## src/rtl/fnd_scan_driver.sv

```systemverilog
// 4-digit multiplexed 7-segment driver: sequential double-dabble BCD conversion,
// leading-zero blanking, per-digit decimal points and whole-display blink.
module fnd_scan_driver #(
    parameter bit SEL_ACTIVE_LOW = 1'b1,
    parameter bit SEG_ACTIVE_LOW = 1'b1,
    parameter int BLINK_TICKS    = 250
) (
    input  logic        clk_100mhz,
    input  logic        rst_n,
    input  logic        tick_1khz,
    input  logic [13:0] value,
    input  logic        blink,
    input  logic [3:0]  dp_mask,
    output logic [3:0]  fnd_sel,
    output logic [7:0]  fnd_seg,
    output logic        conv_busy
);
    typedef enum logic [1:0] {
        ST_IDLE  = 2'd0,
        ST_SHIFT = 2'd1,
        ST_LATCH = 2'd2
    } state_e;

    // Nibble code never produced by BCD; marks a dash digit in the display register.
    localparam logic [3:0] DASH_CODE  = 4'hF;
    localparam logic [9:0] BLINK_LAST = 10'(BLINK_TICKS - 1);
    localparam logic [3:0] SEL_OFF    = SEL_ACTIVE_LOW ? 4'b1111 : 4'b0000;
    localparam logic [7:0] SEG_OFF    = SEG_ACTIVE_LOW ? 8'hFF : 8'h00;

    state_e      state_q, state_d;
    logic [13:0] bin_q, bin_d;
    logic [15:0] bcd_q, bcd_d;
    logic [3:0]  cnt_q, cnt_d;
    logic        ovf_q, ovf_d;
    logic [15:0] disp_q, disp_d;
    logic [1:0]  idx_q, idx_d;
    logic [9:0]  blink_cnt_q, blink_cnt_d;
    logic        phase_q, phase_d;
    logic [3:0]  fnd_sel_q, fnd_sel_d;
    logic [7:0]  fnd_seg_q, fnd_seg_d;
    logic        conv_busy_q, conv_busy_d;

    function automatic logic [6:0] seg7(input logic [3:0] nib);
        logic [6:0] s;
        case (nib)
            4'd0:      s = 7'h3F;
            4'd1:      s = 7'h06;
            4'd2:      s = 7'h5B;
            4'd3:      s = 7'h4F;
            4'd4:      s = 7'h66;
            4'd5:      s = 7'h6D;
            4'd6:      s = 7'h7D;
            4'd7:      s = 7'h07;
            4'd8:      s = 7'h7F;
            4'd9:      s = 7'h6F;
            DASH_CODE: s = 7'h40;
            default:   s = 7'h00;
        endcase
        return s;
    endfunction

    function automatic logic [15:0] dabble(input logic [15:0] b);
        logic [15:0] r;
        r = b;
        for (int i = 0; i < 4; i++) begin
            if (b[4*i +: 4] >= 4'd5) r[4*i +: 4] = b[4*i +: 4] + 4'd3;
        end
        return r;
    endfunction

    // State and datapath registers.
    always_ff @(posedge clk_100mhz or negedge rst_n) begin
        if (!rst_n) begin
            state_q     <= ST_IDLE;
            bin_q       <= 14'd0;
            bcd_q       <= 16'd0;
            cnt_q       <= 4'd0;
            ovf_q       <= 1'b0;
            disp_q      <= 16'd0;
            idx_q       <= 2'd0;
            blink_cnt_q <= 10'd0;
            phase_q     <= 1'b0;
            fnd_sel_q   <= SEL_OFF;
            fnd_seg_q   <= SEG_OFF;
            conv_busy_q <= 1'b0;
        end else begin
            state_q     <= state_d;
            bin_q       <= bin_d;
            bcd_q       <= bcd_d;
            cnt_q       <= cnt_d;
            ovf_q       <= ovf_d;
            disp_q      <= disp_d;
            idx_q       <= idx_d;
            blink_cnt_q <= blink_cnt_d;
            phase_q     <= phase_d;
            fnd_sel_q   <= fnd_sel_d;
            fnd_seg_q   <= fnd_seg_d;
            conv_busy_q <= conv_busy_d;
        end
    end

    // Conversion FSM next state.
    always_comb begin
        state_d = state_q;
        case (state_q)
            ST_IDLE:  if (tick_1khz) state_d = ST_SHIFT; else state_d = ST_IDLE;
            ST_SHIFT: if (cnt_q == 4'd0) state_d = ST_LATCH; else state_d = ST_SHIFT;
            ST_LATCH: state_d = ST_IDLE;
            default:  state_d = ST_IDLE;
        endcase
    end

    // Conversion datapath and busy flag.
    always_comb begin
        logic [29:0] shifted;
        shifted = 30'd0;
        bin_d   = bin_q;
        bcd_d   = bcd_q;
        cnt_d   = cnt_q;
        ovf_d   = ovf_q;
        disp_d  = disp_q;
        case (state_q)
            ST_IDLE: begin
                if (tick_1khz) begin
                    bin_d = value;
                    bcd_d = 16'd0;
                    cnt_d = 4'd13;
                    ovf_d = (value > 14'd9999);
                end else begin
                    bin_d = bin_q;
                end
            end
            ST_SHIFT: begin
                shifted = {dabble(bcd_q), bin_q} << 1;
                bcd_d   = shifted[29:14];
                bin_d   = shifted[13:0];
                cnt_d   = cnt_q - 4'd1;
            end
            ST_LATCH: begin
                if (ovf_q) disp_d = {4{DASH_CODE}};
                else       disp_d = bcd_q;
            end
            default: disp_d = disp_q;
        endcase
        conv_busy_d = (state_d != ST_IDLE);
    end

    // Scan index, blink phase and registered pin drive.
    always_comb begin
        logic [7:0] seg_lit;
        logic       lead_zero;
        idx_d       = idx_q;
        fnd_sel_d   = fnd_sel_q;
        fnd_seg_d   = fnd_seg_q;
        blink_cnt_d = blink_cnt_q;
        phase_d     = phase_q;
        case (idx_q)
            2'd3:    lead_zero = (disp_q[15:12] == 4'd0);
            2'd2:    lead_zero = (disp_q[15:8] == 8'd0);
            2'd1:    lead_zero = (disp_q[15:4] == 12'd0);
            default: lead_zero = 1'b0;
        endcase
        if (lead_zero) seg_lit = 8'h00;
        else           seg_lit = {1'b0, seg7(disp_q[4*idx_q +: 4])};
        seg_lit[7] = dp_mask[idx_q];
        if (phase_q) seg_lit = 8'h00;
        else         seg_lit = seg_lit;

        if (tick_1khz) begin
            idx_d     = idx_q + 2'd1;
            fnd_sel_d = SEL_ACTIVE_LOW ? ~(4'b0001 << idx_q) : (4'b0001 << idx_q);
            fnd_seg_d = SEG_ACTIVE_LOW ? ~seg_lit : seg_lit;
        end else begin
            idx_d = idx_q;
        end

        if (!blink) begin
            blink_cnt_d = 10'd0;
            phase_d     = 1'b0;
        end else if (tick_1khz) begin
            if (blink_cnt_q == BLINK_LAST) begin
                blink_cnt_d = 10'd0;
                phase_d     = ~phase_q;
            end else begin
                blink_cnt_d = blink_cnt_q + 10'd1;
            end
        end else begin
            blink_cnt_d = blink_cnt_q;
        end
    end

    assign fnd_sel   = fnd_sel_q;
    assign fnd_seg   = fnd_seg_q;
    assign conv_busy = conv_busy_q;
endmodule

```

## config.mk

```make
export PLATFORM = sky130hd
export DESIGN_NAME = fnd_scan_driver
export DESIGN_NICKNAME = d
export VERILOG_FILES = /design/src/rtl/fnd_scan_driver.sv
export SDC_FILE = /design/constraint.sdc
export NUM_CORES = 1
export LEC_CHECK = 0
export CELL_PAD_IN_SITES_DETAIL_PLACEMENT = 1
export CELL_PAD_IN_SITES_GLOBAL_PLACEMENT = 2
export CORE_UTILIZATION = 30
export DETAILED_ROUTE_END_ITERATION = 12
export PLACE_DENSITY_LB_ADDON = 0.12
export SETUP_SLACK_MARGIN = 0.05
export SLEW_MARGIN = 20
export SYNTH_ARGS = -nofsm -noshare
export SYNTH_HDL_FRONTEND = slang
export SYNTH_SLANG_ARGS = --single-unit
```

## constraint.sdc

```tcl
create_clock -name clk_100mhz -period 4.5 [get_ports clk_100mhz]
set_input_delay 1.125 -clock clk_100mhz [delete_from_list [all_inputs] [get_ports clk_100mhz]]
set_output_delay 1.125 -clock clk_100mhz [all_outputs]
set_load 0.02 [all_outputs]
```

# Word-level counts from Yosys, hierarchy flattened

Memory sizes are Yosys's and may differ from the RTL's.
Index checks and enable logic that the tools add are counted.

Add/sub/neg operators: 7
$lt $le $gt $ge: 6
Eq/ne operators: 9
Shift-type cells: 2
Multiplexer cells: 25
Bitwise operators: 3
Reduce and logical (&&, ||, !) cells: 10

Operators with widths:

| operator              | count |
|---|---|
| $mux 16               | 2 |
| $pmux 16 s2           | 1 |
| $mux 10               | 3 |
| $pmux 14 s2           | 1 |
| $ge 4x3->1 const B    | 4 |
| $mux 4                | 4 |
| $shiftx 16x5->4       | 1 |
| $gt 14x14->1 const B  | 1 |
| $mux 14               | 1 |
| $add 4x2->4 const B   | 3 |
| $logic_not 12->1      | 1 |
| $add 10x1->10 const B | 1 |
| $eq 10x8->1 const B   | 1 |
| $logic_not 4->1       | 2 |
| $logic_not 8->1       | 1 |
| $mux 8                | 1 |
| $not 8->8             | 1 |
| $pmux 4 s2            | 1 |
| $mux 7                | 1 |
| $eq 2x2->1 const B    | 3 |
| $reduce_and 2->1      | 3 |
| $mux 1                | 5 |
| $eq 2x1->1 const B    | 2 |
| $ne 2x2->1 const B    | 2 |
| 15 further kinds      | 16 |

Register bits after elaboration: 79
Bits in read-only memories: 112
Input bits: 22
Output and inout bits: 13
Logic and storage cells: 75
Memories: 1

Memories:

| memory          | words | bits a word | read ports | clocked after memory_dff | wr ports | line | RTL |
|---|---|---|---|---|---|---|---|
| (no name shown) | 16    | 7           | 1          | 0                        | 0        | 45   | `case (nib)` |

# Logic depth before layout (Yosys ltp)

Depth after elaboration: 5
Depth in mapped cells: 8
Mapped depth without buffers: 7

# Least setup slack after synthesis

OpenSTA, ideal clock, no wires.

Kind: input port to flip-flop
From: input tick_1khz
To: register bcd_q[12]
Setup time: 0.135 ns
Arrival: 1.984 ns
Data required time: 4.365 ns
Slack: 2.380 ns
Stages on the path: 6
Buffers on the path: 2
Cells stage by stage: nor2_1 -> or2_2 -> clkbuf_1 -> inv_1 -> buf_2 -> o32ai_1

Cells in the longest elaborated chain, start to end: 2

Ends and longest elaborated chain:

| element                    | line | RTL |
|---|---|---|
| start, declared            | 10   | `input logic tick_1khz,` |
| $ne 2x2->1 (no line)       | --   |  |
| $reduce_and 2->1 (no line) | --   |  |
| end signal, assigned       | 76   | `bcd_q <= 16'd0;` |
| end signal, assigned       | 89   | `bcd_q <= bcd_d;` |
| end, declared              | 32   | `logic [15:0] bcd_q, bcd_d;` |

No other way between the ends.
A chain may end at the register's enable or synchronous reset.

# Final worst setup path

From: input tick_1khz
To: register bcd_q[15]

The elaborated chain is that of the path after synthesis.

==> flow_metrics.env <==
export IMPL_status="finished clean"
export IMPL_synthToLayoutAreaGrowth_pct=18.98
export IMPL_cts_hold_fix_buffers=0
export IMPL_core_area_um2=13400
export IMPL_leakage_nw=2.134
export IMPL_gp_congestion=0.6991
export IMPL_synth_area_um2=4180
export IMPL_nets=498
export IMPL_port_buffers=34
export IMPL_grt_antenna_before_repair=0
export IMPL_antenna_cells=0
export IMPL_final_cell_mix="67 x dfrtp_1, 49 x o21ai_0, 36 x nand2_1"
export IMPL_worstReg2RegStart="idx_q[0]"
export IMPL_cts_tree="built"
export IMPL_root_buffer="clkbuf_16"
export IMPL_synth_top_flop_cell="dfrtp_1"
export IMPL_ff_latch_area_um2=1992
export IMPL_ir_drop_v=0.0002366
export IMPL_io_pins=35
export IMPL_dp_hpwl_um=6853
export IMPL_synth_fp_nets=472
export IMPL_holdPathEnd="fnd_sel[1]"
export IMPL_yosysSeqAreaShare_pct=47.65
export IMPL_ant_nets=0
export IMPL_place_inst=618
export IMPL_drt_initial_drc_count=132
export IMPL_clk_latency_ns=0.34
export IMPL_htree_num_levels=3
export IMPL_r2r_end="fnd_seg[3]"
export IMPL_relSlewSlack_pct=36.82
export IMPL_cts_sinks=79
export IMPL_wirelength_um=9968
export IMPL_fin_crit_ns=2.742
export IMPL_grt_pass1_vias=3329
export IMPL_synth_seq_cells=79
export IMPL_grt_max_degree=67
export IMPL_fp_dieW_um=120.0
export IMPL_grt_usage_pct=15.48
export IMPL_std_cell_rows=42
export IMPL_wl_per_cell_um=15.72
export IMPL_hp_class="reg -> reg"
export IMPL_path_cells="clkdlybuf4s50_1 -> nor2_1 -> or2_2 -> inv_1 -> o31ai_1 -> a32o_1"
export IMPL_crit_path_start_kind="primary input"
export IMPL_clk_path_buf_depth=2
export IMPL_rsz0062_at_grt="no"
export IMPL_ctsResizeCount=0
export IMPL_grt_first_pass_wirelength_um=17260
export IMPL_hold_viol_final=0
export IMPL_vias=3135
export IMPL_ys_warn_count=0
export IMPL_drc_errors=0
export IMPL_fin_crit_sh_pct=60.93
export IMPL_firstDrtPassIters=6
export IMPL_drt_vias_per_instance=4.945
export IMPL_power_density_nw_per_um2=666.7
export IMPL_worst_pin_slew_ns=0.9466
export IMPL_synthCells=427
export IMPL_async_flop_share_pct=100.0
export IMPL_cp_slowest_cell="clkdlybuf4s50_1"
export IMPL_arrival_ns=2.97
export IMPL_dieArea_um2=14410
export IMPL_setup_violations=0
export IMPL_final_common_cell="dfrtp_1"
export IMPL_drv_cap=0
export IMPL_synth_edf_count=0
export IMPL_initial_utilization_pct=31.20
export IMPL_slew_violations=0
export IMPL_critPathMaxStageDelay_ns=0.64
export IMPL_numCtsBuffers=9
export IMPL_worstHoldStart="fnd_sel[1]"
export IMPL_setup_tns_ns=0
export IMPL_avgSynthCellArea_um2=9.790
export IMPL_hold_depth=2
export IMPL_fmax_ghz=0.3647
export IMPL_synth_distinct_cells=44
export IMPL_path_max_fanout=16
export IMPL_clk_pin_slew_ns=0.06
export IMPL_num_fill_cells=1538
export IMPL_multi_input_area_um2=1991
export IMPL_worstSetupPathType="in -> reg"
export IMPL_fp_dieH_um=120.0
export IMPL_post_layout_nonfiller_instances=634
export IMPL_grt_overflow_total=0
export IMPL_drive_above_1_share_pct=8.952
export IMPL_ff2ff_path_depth=6
export IMPL_critPathRequiredTime_ns=4.73
export IMPL_finClkSkew_ns=0.006569
export IMPL_cts_setup_buffers=0
export IMPL_ff2ff_setup_slack_ns=2.31
export IMPL_cp_end_kind="flop"
==> worst max path at each step <==
stage                          from         to  slack [ns]  depth (start not counted)
after floorplan           tick_1khz  bcd_q[12]        2.38                          6
after global placement    tick_1khz   bcd_q[7]        1.40                          6
after detailed placement  tick_1khz   bcd_q[3]        1.38                          6
after CTS                 tick_1khz   bcd_q[7]        1.74                          6
after global routing      tick_1khz  bcd_q[15]        1.63                          6
final                     tick_1khz  bcd_q[15]        1.76                          6
==> metrics by stage <==
stage	setup slack, ns	cell area [um2]	utilization (%)	total power, mW	hold WS (ns)
5_1_grt	1.626	4974	37.11	3.599	0.4956
4_1_cts	1.745	4974	37.11	3.382	0.4682
2_1_floorplan	2.380	4180	-	2.184	0.4425
3_5_place_dp	1.381	4672	34.86	2.602	0.4552
3_3_place_gp	1.397	4672	34.86	2.568	0.4516
6_report	1.758	4974	37.11	3.316	0.4650
==> metal layers <==
metal  wire length, um  vias to the layer above  track usage (%)
met5                 0                        -                0
met4               118                        0            4.531
met3               253                        8            4.325
met2              4643                       33            24.28
met1              4953                     1540            20.65
li1                  -                     1554                -
==> cell usage after synthesis (7+ instances only) <==
library cell   n  share of area [%]
dfrtp_1       67                 40
o21ai_0       49                5.9
nand2_1       36                3.2
nor2_1        35                3.1
inv_1         29                2.6
a21oi_1       28                3.4
ha_1          23                6.9
clkbuf_1      18                1.6
nor2b_1       15                2.2
a22oi_1       13                2.3
dfstp_2       12                7.5
mux2i_1       10                2.4
a31oi_1        9                1.3
xnor2_1        7                1.5
==> worst max-delay path: cells and delay by family <==
kind | cells | cell delay, ns
compound gates | 2 | 0.37
simple gates | 2 | 0.43
buf+inv | 2 | 1.04
==> layout make-up <==
type	instances	share of cell area (%)
sequential	79	40.05
timing repair buffer	37	7.245
multi-input combinational	297	40.03
tap	176	4.428
clock buffer	12	5.157
clock inverter	4	0.9057
inverter	29	2.189
==> state kept, by name, summed over array words and instances, names as in the netlist, 2 cells and up <==
name and count:
blink_cnt_q 10, bin_q 14, fnd_sel 4, bcd_q 16
disp_q 16, state_q 2, idx_q 2, cnt_q 4
fnd_seg 8
==> report_power, final <==
group	leakage [nW]	switching, mW	internal [mW]
logic	0.980	0.683	0.611
registers	1.00	0.272	0.994
clock network	0.152	0.298	0.458
==> cells by family after synthesis <==
| logic type | share of synthesized area (%) |
|---|---|
| muxes | 6.705 |
| AOI/OAI and AO/OA | 18.05 |
| DFF | 47.65 |
| buffers and inverters | 4.789 |
| xor gates and xnor gates | 2.514 |
| adders and majority gates | 6.884 |
| and+or+nand+nor | 13.41 |
No activity file was read; power rests on OpenSTA's default activity.
